## src/rtl/mem_access.sv

```systemverilog
// mem_access: RV32I memory-stage load/store unit driving a req/ack data bus
module mem_access #(
  parameter int TIMEOUT = 16
) (
  input  logic        clk,
  input  logic        reset,
  input  logic        MemWriteM,
  input  logic [1:0]  ResultSrcM,
  input  logic [2:0]  funct3M,
  input  logic [31:0] ALUResultM,
  input  logic [31:0] WriteDataM,
  output logic [31:0] ReadDataM,
  output logic        StallM,
  output logic        MisalignM,
  output logic        BusErrM,
  output logic        dmem_req,
  output logic        dmem_we,
  output logic [31:0] dmem_addr,
  output logic [3:0]  dmem_be,
  output logic [31:0] dmem_wdata,
  input  logic        dmem_ack,
  input  logic [31:0] dmem_rdata
);
  localparam int CW = (TIMEOUT > 2) ? $clog2(TIMEOUT) : 1;
  typedef enum logic [1:0] {IDLE, BUSY, DONE} state_t;
  state_t      state_q;
  logic [CW-1:0] cnt_q;
  logic [2:0]  f3_q;
  logic [1:0]  off_q;
  logic [31:0] rdata_q;
  logic        is_load, acc, legal, mis, go;
  logic [3:0]  be_d;
  logic [31:0] wdata_d;
  logic [7:0]  ld_b;
  logic [15:0] ld_h;
  logic [31:0] ld_ext;
  assign is_load   = ResultSrcM == 2'b01;
  assign acc       = MemWriteM | is_load;
  assign legal     = (funct3M inside {3'b000, 3'b001, 3'b010}) |
                     (~MemWriteM & (funct3M inside {3'b100, 3'b101}));
  assign mis       = (funct3M[1:0] == 2'b01 & ALUResultM[0]) |
                     (funct3M[1:0] == 2'b10 & |ALUResultM[1:0]);
  assign go        = acc & legal & ~mis;
  assign MisalignM = state_q == IDLE & acc & ~(legal & ~mis);
  assign StallM    = (state_q == IDLE & go) | state_q == BUSY;
  assign ReadDataM = state_q == DONE ? rdata_q : 32'd0;
  // Lane-select enables and replicated store data for the access being issued
  always_comb begin
    be_d    = funct3M[1] ? 4'b1111 : funct3M[0] ? (ALUResultM[1] ? 4'b1100 : 4'b0011) : 4'b0001 << ALUResultM[1:0];
    wdata_d = funct3M[1] ? WriteDataM : funct3M[0] ? {2{WriteDataM[15:0]}} : {4{WriteDataM[7:0]}};
  end
  // Pick the addressed byte/half of the returned word and extend it
  always_comb begin
    ld_b   = 8'(dmem_rdata >> {off_q, 3'b000});
    ld_h   = off_q[1] ? dmem_rdata[31:16] : dmem_rdata[15:0];
    ld_ext = f3_q[1] ? dmem_rdata :
             f3_q[0] ? {{16{ld_h[15] & ~f3_q[2]}}, ld_h} :
                       {{24{ld_b[7] & ~f3_q[2]}}, ld_b};
  end
  // Bus transaction FSM: issue, wait for ack or timeout, present result for one cycle
  always_ff @(posedge clk) begin
    if (reset) begin
      state_q    <= IDLE;
      cnt_q      <= '0;
      f3_q       <= '0;
      off_q      <= '0;
      rdata_q    <= '0;
      BusErrM    <= 1'b0;
      dmem_req   <= 1'b0;
      dmem_we    <= 1'b0;
      dmem_addr  <= '0;
      dmem_be    <= '0;
      dmem_wdata <= '0;
    end else begin
      BusErrM <= 1'b0;
      case (state_q)
        IDLE: if (go) begin
          state_q    <= BUSY;
          cnt_q      <= '0;
          f3_q       <= funct3M;
          off_q      <= ALUResultM[1:0];
          dmem_req   <= 1'b1;
          dmem_we    <= MemWriteM;
          dmem_addr  <= {ALUResultM[31:2], 2'b00};
          dmem_be    <= be_d;
          dmem_wdata <= wdata_d;
        end
        BUSY: if (dmem_ack || cnt_q == CW'(TIMEOUT - 1)) begin
          state_q  <= DONE;
          dmem_req <= 1'b0;
          dmem_we  <= 1'b0;
          dmem_be  <= '0;
          rdata_q  <= (dmem_ack & ~dmem_we) ? ld_ext : 32'd0;
          BusErrM  <= ~dmem_ack;
        end else begin
          cnt_q <= cnt_q + 1'b1;
        end
        default: state_q <= IDLE;
      endcase
    end
  end
endmodule

```

## config.mk

```make
export PLATFORM = sky130hd
export DESIGN_NAME = mem_access
export DESIGN_NICKNAME = d
export VERILOG_FILES = /design/src/rtl/mem_access.sv
export SDC_FILE = /design/constraint.sdc
export NUM_CORES = 1
export LEC_CHECK = 0
export BUFFER_PORTS_ARGS = -buffer_cell sky130_fd_sc_hd__buf_2
export CORE_MARGIN = 5
export CORE_UTILIZATION = 35
export DETAILED_ROUTE_END_ITERATION = 7
export SYNTH_ARGS = -nofsm -noshare
export SYNTH_HDL_FRONTEND = slang
export SYNTH_SLANG_ARGS = --single-unit
```

## constraint.sdc

```tcl
create_clock -name clk -period 1.9 [get_ports clk]
set_input_delay 0.095 -clock clk [delete_from_list [all_inputs] [get_ports clk]]
set_output_delay 0.095 -clock clk [all_outputs]
set_load 0.05 [all_outputs]
```

* After elaboration in Yosys (flattened, before gate mapping) *
Index checks and enable logic that the tools add are counted.

word-level totals
  register bits after elaboration = 112
  word-level logic and storage cells = 88

cells by class
  add/sub/neg operators = 1
  eq/ne operators = 13
  shift operators = 2
  muxes and demuxes = 24
  bitwise operators = 24
  reduce and logical (&&, ||, !) cells = 13

operator list
  kind                                                                    count
  32-bit 2-to-1 mux                                                       6
  32-bit by 5-bit right shift with 8-bit output                           1
  4-bit 2-to-1 mux                                                        7
  16-bit 2-to-1 mux                                                       1
  4-bit case mux with 2 select lines                                      2
  1-bit bitwise AND                                                       12
  1-bit inverter                                                          8
  2-bit by 1-bit equality test with 1-bit output (second input constant)  3
  3-bit equality test (second input constant)                             2
  2-bit AND reduction                                                     3
  3-bit AND reduction                                                     2
  4-bit by 1-bit adder with 4-bit output (second input constant)          1
  2-bit equality test (second input constant)                             2
  4-bit equality test (second input constant)                             1
  2-bit 2-to-1 mux                                                        2
  2-bit != test (second input constant)                                   2
  1-bit OR                                                                4
  1-bit case mux with 2 select lines                                      2
  2-bit case mux with 2 select lines                                      1
  2-bit nonzero test                                                      2
  1-bit by 2-bit left shift with 4-bit output (first input constant)      1
  3-bit by 1-bit equality test with 1-bit output (second input constant)  1
  3-bit by 2-bit equality test with 1-bit output (second input constant)  1
  3-bit logical NOT                                                       1
  other kinds (7)                                                         9

* Logic depth before layout (Yosys ltp) *
Gate-level depths: netlist of the first run.

  word-level depth = 8
  mapped depth = 7

* Worst setup path before layout of the first run *
Ideal clock, no wire load.

  kind = reg-to-output
  start point = register state_q[0]
  end point = output MisalignM
  arrival = 1650 ps
  path slack = 155 ps
  cell stages (with the launch flop) = 4
  path buffers = 0
  cells stage by stage = dfxtp_1 -> nor2_1 -> o21ai_0 -> nor3_1

on the way
  longest elaborated chain between the ends = 3

RTL lines
  what                             line  text
  from (decl)                      26    state_t state_q;
  from (signal assigned)           63    state_q <= IDLE;
  from (signal assigned)           78    state_q <= BUSY;
  from (signal assigned)           89    state_q <= DONE;
  2-bit logical NOT                44    assign MisalignM = state_q == IDLE & acc & ~(legal & ~mis);
  1-bit bitwise AND (2 in series)  44
  to (decl)                        14    output logic MisalignM,

Every way passes these cells.

* Worst setup path in the final report of the first run *
  start point = register off_q[1]
  end point = register rdata_q[9]

on the way
  longest elaborated chain between the ends = 5

RTL lines
  what                                           line  text
  from (decl)                                    29    logic [1:0] off_q;
  from (signal assigned)                         81    off_q <= ALUResultM[1:0];
  32-bit by 5-bit right shift with 8-bit output  54    ld_b = 8'(dmem_rdata >> {off_q, 3'b000});
  1-bit bitwise AND                              58    {{24{ld_b[7] & ~f3_q[2]}}, ld_b};
  32-bit 2-to-1 mux *                            57    f3_q[0] ? {{16{ld_h[15] & ~f3_q[2]}}, ld_h} :
  32-bit 2-to-1 mux *                            56    ld_ext = f3_q[1] ? dmem_rdata :
  32-bit 2-to-1 mux *                            93    rdata_q <= (dmem_ack & ~dmem_we) ? ld_ext : 32'd0;
  to (signal assigned)                           93
  to (decl)                                      30    logic [31:0] rdata_q;

Mark *: on every way between the ends. The rest lies on a longest branch, timed or not.
A chain may end at the register's enable or synchronous reset.

==> out/summary.txt, run 1 <==
Clock Path Buffers -> 2
Worst Clk Skew -> 10.24 ps
outcome -> finished, final reports clean
ys flop type -> dfxtp_1
via count -> 5180
die area -> 17320 µm²
Synth async-reset ratio -> 0
Layout Area Growth over Synthesis -> 36.65%
global-route wire length before repair -> 26340 µm
largest net degree at the start of global routing -> 89
Initial Util -> 0.3561
DRT iter0 DRCs -> 289
Die Y -> 131.6 µm
Post-Syn Instances -> 593
worst-margin pin slew -> 872.4 ps
# port buffers -> 207
TNS Setup -> 0 ps
total grt overflow -> 0
Synth warnings -> 0
dpl hpwl -> 11940 µm
RSZ-0062 raised after global routing -> no
WP data required -> 2140 ps
Min Clock Period, post-route -> 1766 ps
max_cap viols -> 0
total power -> 5445 µW
commonest non-fill, non-tap cell in the layout -> buf_2
Layout Cells excl Fill -> 1006
DR pass1 iterations -> 5
most frequent cells in the layout -> 205 x buf_2, 112 x dfxtp_1, 112 x nand2_1, 49 x a21oi_1, 37 x dlygate4sd3_1
clk sinks -> 112
post-route design area -> 7072 µm²
Total GRT Usage -> 0.1839
Worst Hold Class -> in -> reg
register area share after synthesis -> 0.4333
I/O pin total -> 210
Peak supply drop -> 397.9 µV
residual DRC count -> 0
placement-stage cell area -> 6431 µm²
Reg clk slew, reported paths -> 70 ps
Final Hold Viols -> 0
DR vias/cell -> 5.149
Slew Viols, Final -> 0
Max-slew headroom -> 0.4184
DP Cell Count -> 956
WP data arrival -> 2000 ps
Rows -> 44
Root Buffer -> clkbuf_16
fmax -> 566.1 MHz
nets@finish -> 927
initial antenna violation count -> 2
Post-synth EDFFs -> 0
Die X -> 131.6 µm
post-synthesis cell type count -> 48
fin util -> 0.4866
Worst setup EP type -> register
final setup fails -> 0
Post-DRT Antenna Nets -> 0
vias in the first global route -> 5107
flops & latches, synth -> 112
total core area -> 14530 µm²
RePlAce Congestion -> 0.8116
Leak -> 0.003080 µW
Diodes inserted -> 0
share of layout cells above drive strength 1 -> 0.3418
H-tree Lvls -> 3
final wirelength -> 16410 µm
Mapped Area -> 5175 µm²
r2r setup slk -> 130 ps
Tcrit/Tclk final -> 0.9297
Syn Area/Cell -> 8.727 µm²
routed wire length per instance -> 16.32 µm
Critical Setup Path Class -> reg -> reg
Num CTS Buffers -> 9
CTS tree -> done
Pwr Density -> 770.0 nW/µm²
worst skew pair latency -> 350 ps
Max FO, Critical Path -> 7
CP Launch Type -> register
==> area by class of cell <==
type                       instances  area, µm²
clock buffer                      11      242.7
clock inverter                     1      7.507
fill                            1403       7462
inverter                           1      3.754
multi-input combinational        431       2706
sequential                       112       2242
tap                              184      230.2
timing repair buffer             266       1639
==> kinds of logic (layout without fill, tap and decap cells) <==
kind of cell    Yosys count  count (layout)  synth area share
xor+xnor                  3               3          0.005078
buf+inv                  51             279           0.04666
mux                      27              27           0.05948
other cells               1               2         0.0007246
compound gates          143             143            0.1956
simple gates            255             255            0.2568
flops                   112             112            0.4333
fa+ha+maj                 1               1          0.002417
==> power breakdown <==
group / leakage [µW] / switching, µW / internal (µW)
Sequential: 0.000911 / 70.8 / 2470
Combinational: 0.00205 / 784 / 411
Clock: 0.000119 / 814 / 898
==> stage by stage <==
| stage | hold WS [ps] | setup slack (ps) |
|---|---|---|
| finish | 15.41 | 133.6 |
| detailed placement | 342.4 | 77.81 |
| CTS | 2.461 | 62.19 |
| floorplan | 174.3 | 154.7 |
| global route | 12.42 | 17.98 |
| global placement | 335.5 | 178.4 |
==> synthesized netlist by cell type (2+ instances only) <==
| cell type | count | area [µm²] |
|---|---|---|
| dfxtp_1 | 112 | 2242 |
| buf_6 | 2 | 22.52 |
| and2_1 | 33 | 206.5 |
| a32o_1 | 8 | 80.08 |
| buf_2 | 12 | 60.06 |
| nor4b_1 | 2 | 17.52 |
| o21ai_0 | 11 | 55.05 |
| nor4b_4 | 2 | 47.55 |
| nand3_1 | 6 | 30.03 |
| nor2b_1 | 21 | 131.4 |
| a211oi_2 | 4 | 50.05 |
| a211oi_1 | 4 | 30.03 |
| o31ai_1 | 19 | 142.6 |
| a221o_2 | 8 | 90.09 |
| nand3b_1 | 16 | 120.1 |
| o21bai_1 | 8 | 60.06 |
| buf_4 | 5 | 37.54 |
| or3_1 | 25 | 156.4 |
| mux2i_1 | 8 | 80.08 |
| clkbuf_1 | 30 | 112.6 |
| mux2_2 | 17 | 191.4 |
| xor2_1 | 2 | 17.52 |
| nor2_1 | 19 | 71.32 |
| nand2b_1 | 10 | 62.56 |
| a21oi_1 | 49 | 245.2 |
| a221o_1 | 8 | 80.08 |
| o21ai_1 | 8 | 40.04 |
| nor3_1 | 5 | 25.02 |
| a31oi_1 | 9 | 56.30 |
| nand2_1 | 112 | 420.4 |
==> sequential cells by signal (all words and copies together), names as in the netlist <==
register / cells
dmem_be: 4
rdata_q: 32
off_q: 2
dmem_wdata: 32
dmem_req: 1
dmem_we: 1
dmem_addr: 30
f3_q: 3
state_q: 2
BusErrM: 1
cnt_q: 4
==> final timing paths <==
path,to,from,depth (start not counted)
worst max-delay path,rdata_q[9],off_q[1],4
worst min register to register,rdata_q[1],rdata_q[1],2
worst max register to register,rdata_q[9],off_q[1],4
worst min-delay path,dmem_wdata[3],WriteDataM[3],3
==> timing repair <==
| action | 4_1_cts | 5_1_grt |
|---|---|---|
| setup endpoints to repair | 0 | 16 |
| setup buffers | 0 | 1 |
| resized for setup | 0 | 0 |
| hold endpoints to repair | 37 | 0 |
| hold buffers | 37 | 0 |
==> worst max-delay path, cell delays in order (launching register included) <==
cell     delay, ps
dfxtp_1        460
mux4_2         570
a21oi_4        260
nand2_1        100
a32o_1         260
==> layer usage <==
metal  wire length, µm  vias to the layer above  GRT usage
met2              7616                      199     0.2943
met4               449                        4    0.07771
li1                  -                     2524          -
met5                12                        -          0
met3              1536                       32    0.06460
met1              6798                     2421     0.2247
(Power assumes the default switching activity.)
==> run 2: changes to the inputs <==
--- a/config.mk
+++ b/config.mk
@@ -6,7 +6,7 @@
 export NUM_CORES = 1
 export LEC_CHECK = 0
 export BUFFER_PORTS_ARGS = -buffer_cell sky130_fd_sc_hd__buf_2
-export CORE_MARGIN = 5
+export CORE_MARGIN = 4
 export CORE_UTILIZATION = 35
 export DETAILED_ROUTE_END_ITERATION = 7
 export SYNTH_ARGS = -nofsm -noshare
==> out/summary.txt, run 2 (synthesis gave the netlist of run 1 again) <==
fmax -> 582.1 MHz
WL met3 -> 1593 µm
Peak supply drop -> 608.0 µV
residual DRC count -> 0
Min Clock Period, post-route -> 1718 ps
WP data arrival -> 1950 ps
DR vias/cell -> 5.076
via count -> 5106
fillers -> 1414
largest net degree at the start of global routing -> 90
area of the multi-input gates -> 2706 µm²
r2r endpoint -> rdata_q[27]
Rows -> 44
Leak -> 0.003084 µW
DR pass1 iterations -> 5
Initial Util -> 0.3561
final setup fails -> 0
I/O pin total -> 210
Worst Hold Class -> in -> reg
CTS tree -> done
worst skew pair latency -> 350 ps
Max Used Layer -> met5
H-tree Lvls -> 3
total power -> 5485 µW
FF/Latch Area -> 2242 µm²
met2 wire length -> 7987 µm
Worst setup EP type -> register
Die X -> 129.6 µm
clk sinks -> 112
Final Hold Viols -> 0
Pwr Density -> 774.1 nW/µm²
initial antenna violation count -> 2
RePlAce Congestion -> 0.8129
share of layout cells above drive strength 1 -> 0.3394
max_cap viols -> 0
Worst Clk Skew -> 9.449 ps
r2r setup slk -> 180 ps
WP data required -> 2130 ps
worst reg2reg path depth -> 5
Diodes inserted -> 0
Die Y -> 129.6 µm
top flop regs -> dmem_wdata x32, rdata_q x32, dmem_addr x30
CP Launch Type -> register
Layout Area Growth over Synthesis -> 36.92%
Clock Path Buffers -> 2
DRT iter0 DRCs -> 275
Max FO, Critical Path -> 16
Slew Viols, Final -> 0
global-route wire length before repair -> 25300 µm
nets@finish -> 924
most frequent cells in the layout -> 206 x buf_2, 112 x dfxtp_1, 112 x nand2_1, 49 x a21oi_1, 37 x dlygate4sd3_1
die area -> 16790 µm²
Num CTS Buffers -> 9
hold path cells -> 3
Root Buffer -> clkbuf_16
Reg clk slew, reported paths -> 70 ps
RSZ-0062 raised after global routing -> no
Total GRT Usage -> 0.1904
total core area -> 14530 µm²
# port buffers -> 207
met1 WL -> 6262 µm
vias in the first global route -> 4999
TNS Setup -> 0 ps
Post-CTS Resized -> 0
crit path to -> rdata_q[27]
Post-DRT Antenna Nets -> 0
commonest non-fill, non-tap cell in the layout -> buf_2
total grt overflow -> 0
CP Launch Point -> off_q[1]
routed wire length per instance -> 16.01 µm
Tcrit/Tclk final -> 0.9041
launch point of the worst reg-to-reg path -> off_q[1]
outcome -> finished, final reports clean
Critical Setup Path Class -> reg -> reg
final wirelength -> 16110 µm
dpl hpwl -> 11900 µm
[run 2: cell types whose count changed in the layout (fill, tap and decap cells not counted)]
| cell | delta |
|---|---|
| inv_6 | +1 |
| buf_4 | -6 |
| buf_2 | +1 |
| clkinv_2 | +1 |
| clkinvlp_4 | -1 |
| buf_12 | +2 |
| clkbuf_1 | +2 |
[run 2: power breakdown]
part           leakage [µW]  switching [µW]  total, µW  internal (µW)
combinational       0.00204             782       1200            417
sequential         0.000911            71.2       2540           2470
clock              0.000130             825       1750            924
total               0.00308            1680       5480           3810
[run 2: timing repair]
action                     4_1_cts  5_1_grt
setup buffers                    0        1
hold buffers                    37        0
setup endpoints to repair        0       10
hold endpoints to repair        37        0
[run 2: critical path, cell delays in order, from the launching register on]
cell and delay, ps:
dfxtp_1 440, mux2_2 400, mux2i_2 230, nor4b_4 80
buf_12 160, a221o_2 290
[run 2: per-stage QoR]
step | utilization | hold slack (ps) | setup slack (ps) | std cells | cell area, µm²
6_report | 0.4875 | 19.89 | 182.2 | 1006 | 7086
5_1_grt | 0.4875 | 6.435 | 18.43 | 1006 | 7086
4_1_cts | 0.4861 | 0.2652 | 64.42 | 1005 | 7066
3_5_place_dp | 0.4425 | 341.6 | 93.36 | 953 | 6431
3_3_place_gp | 0.4425 | 334.9 | 171.1 | 953 | 6431
2_1_floorplan | - | 174.3 | 154.7 | 594 | 5179
[run 2: layout make-up]
cell class | count | share of cell area
clock buffer | 13 | 0.03532
clock inverter | 2 | 0.001942
inverter | 1 | 0.0005298
multi-input combinational | 431 | 0.3820
sequential | 112 | 0.3164
tap | 184 | 0.03249
timing repair buffer | 263 | 0.2313
[run 2: how the worst min path moves through the flow]
stage,startpoint,end
after CTS,dmem_rdata[24],rdata_q[24]
after global placement,ALUResultM[20],dmem_addr[20]
after floorplan,dmem_ack,BusErrM
final,WriteDataM[5],dmem_wdata[5]
after detailed placement,ALUResultM[5],dmem_addr[5]
after global routing,dmem_rdata[24],rdata_q[24]
[run 2: per-layer routing]
metal	vias to the layer above	GRT usage
met1	2362	0.2121
met2	190	0.3364
met3	21	0.07337
li1	2529	-
met4	4	0.05685
met5	-	0
==> run 3: changes to the inputs <==
--- a/config.mk
+++ b/config.mk
@@ -9,6 +9,7 @@
 export CORE_MARGIN = 4
 export CORE_UTILIZATION = 35
 export DETAILED_ROUTE_END_ITERATION = 7
+export SETUP_SLACK_MARGIN = 0.5
 export SYNTH_ARGS = -nofsm -noshare
 export SYNTH_HDL_FRONTEND = slang
 export SYNTH_SLANG_ARGS = --single-unit
==> out/summary.txt, run 3 (synthesis gave the netlist of run 1 again) <==
share of layout cells above drive strength 1 -> 0.5176
TNS Setup -> 0 ps
I/O pin total -> 210
r2r setup slk -> 280 ps
final setup fails -> 0
DP Cell Count -> 954
worst-path cell chain -> mux4_2 > a21oi_4 > nand2_1 > a32o_1
WP data required -> 2140 ps
max_cap viols -> 0
Logic pwr share -> 0.256
max incr delay on CP -> 560 ps
Max FO, Critical Path -> 7
nets@finish -> 956
share of total power in the clock network -> 0.316
most frequent cells in the layout -> 173 x buf_2, 105 x dfxtp_1, 81 x nand2_1, 37 x buf_8, 37 x dlygate4sd3_1
r2r endpoint -> rdata_q[11]
final wirelength -> 18520 µm
Min Clock Period, post-route -> 1624 ps
Final Hold Viols -> 0
Worst path depth -> 4
Total GRT Usage -> 0.1906
H-tree Lvls -> 3
hold path startpoint -> dmem_rdata[29]
hold path cells -> 2
residual DRC count -> 0
worst reg2reg path depth -> 4
total core area -> 14530 µm²
Initial Util -> 0.3561
Pwr Density -> 693.8 nW/µm²
Slew Viols, Final -> 0
fin util -> 0.5893
Leak -> 0.003711 µW
Clock Path Buffers -> 2
Worst path slowest cell -> mux4_2
commonest non-fill, non-tap cell in the layout -> buf_2
Diodes inserted -> 0
Peak supply drop -> 399.0 µV
CP Launch Type -> register
Worst setup EP type -> register
initial antenna violation count -> 0
RSZ-0062 raised after global routing -> yes
dpl hpwl -> 11400 µm
WP data arrival -> 1870 ps
Die Y -> 129.6 µm
DRT iter0 DRCs -> 328
fmax -> 615.8 MHz
Tcrit/Tclk final -> 0.8548
vias in the first global route -> 5084
fillers -> 1225
Critical Setup Path Class -> reg -> reg
largest net degree at the start of global routing -> 70
CP delay by family, top -> multiplexers
launch point of the worst reg-to-reg path -> off_q[1]
Sw Ratio -> 0.3154
CP bufs+invs -> 0
DR vias/cell -> 5.199
RePlAce Congestion -> 0.8205
Layout Cells excl Fill -> 1038
Die X -> 129.6 µm
via count -> 5397
clk sinks -> 112
# port buffers -> 207
Hold Crit Endpoint -> rdata_q[29]
routed wire length per instance -> 17.84 µm
CTS tree -> done
global-route wire length before repair -> 25750 µm
die area -> 16790 µm²
outcome -> finished, final reports clean
Max-slew headroom -> 0.4523
sequential fraction of design power -> 0.428
total grt overflow -> 0
Sw Pwr -> 1874 µW
worst skew pair latency -> 340 ps
Reg clk slew, reported paths -> 70 ps
top flop regs -> dmem_wdata x32, rdata_q x32, dmem_addr x30
Int Pwr -> 4068 µW
Worst Hold Class -> in -> reg
Worst Clk Skew -> 3.975 ps
final hold slack -> 12.91 ps
Num CTS Buffers -> 9
Layout Area Growth over Synthesis -> 65.50%
Root Buffer -> clkbuf_16
worst-margin pin slew -> 821.6 ps
DR pass1 iterations -> 4
Rows -> 44
Post-DRT Antenna Nets -> 0
## run 3: cell types whose count changed in the layout (fill, tap and decap cells not counted), moves of 29 or more
cell,before,now
nand2_1,112,81
nand2_4,0,29
buf_8,0,37
a21oi_1,49,18
a21oi_2,1,31
buf_2,206,173
and2_4,0,32
and2_1,33,1
## run 3: how the worst max path moves through the flow
stage / slack [ps] / endpoint / start
floorplan: 320 / rdata_q[22] / off_q[1]
global placement: 170 / rdata_q[27] / state_q[0]
detailed placement: 110 / rdata_q[28] / state_q[0]
CTS: 260 / rdata_q[28] / off_q[1]
global route: 210 / rdata_q[14] / off_q[1]
finish: 280 / rdata_q[11] / off_q[1]
## run 3: final cells by class
class,instances,area (µm²),area share
inverter,1,3.754,0.0004383
clock buffer,11,232.7,0.02717
clock inverter,4,47.55,0.005552
timing repair buffer,295,2424,0.2830
sequential,112,2258,0.2637
tap,184,230.2,0.02688
multi-input combinational,431,3368,0.3933
## run 3: power by group through the flow
stage / clock (µW) / combinational [µW] / sequential, µW
2_1_floorplan: 0 / 479 / 2890
4_1_cts: 1910 / 1220 / 2540
6_report: 1880 / 1520 / 2550
5_1_grt: 2000 / 1610 / 2560
3_5_place_dp: 0 / 1130 / 2590
3_3_place_gp: 0 / 1110 / 2590
## run 3: per-stage QoR
step,setup WS [ps],power [µW],instance area [µm²]
after floorplan,320.9,3366,5236
after global placement,169.5,3698,6410
after detailed placement,113.9,3722,6410
after CTS,262.0,5675,7574
after global routing,209.6,6174,8564
final,276.0,5942,8564
## run 3: worst register-to-register path, delay by kind of cell, from the launching register on
kind | cells | cell delay (ps)
muxes | 1 | 560
AOI/OAI and AO/OA | 2 | 480
DFF | 1 | 400
and+or+nand+nor | 1 | 90
## run 3: timing repair
item / CTS / global route
buffers inserted: 8 / 9
endpoints found under the hold margin: 37 / 0
pin swaps: 26 / 80
hold buffers: 37 / 0
cloned: 2 / 13
resized for setup: 130 / 168
endpoints found under the setup margin: 143 / 138
## run 3: metal layers
metal | global-route usage | routed length, µm
met1 | 0.2259 | 7472
met2 | 0.3385 | 9711
met3 | 0.04864 | 1184
met4 | 0.05746 | 150
met5 | 0 | 0
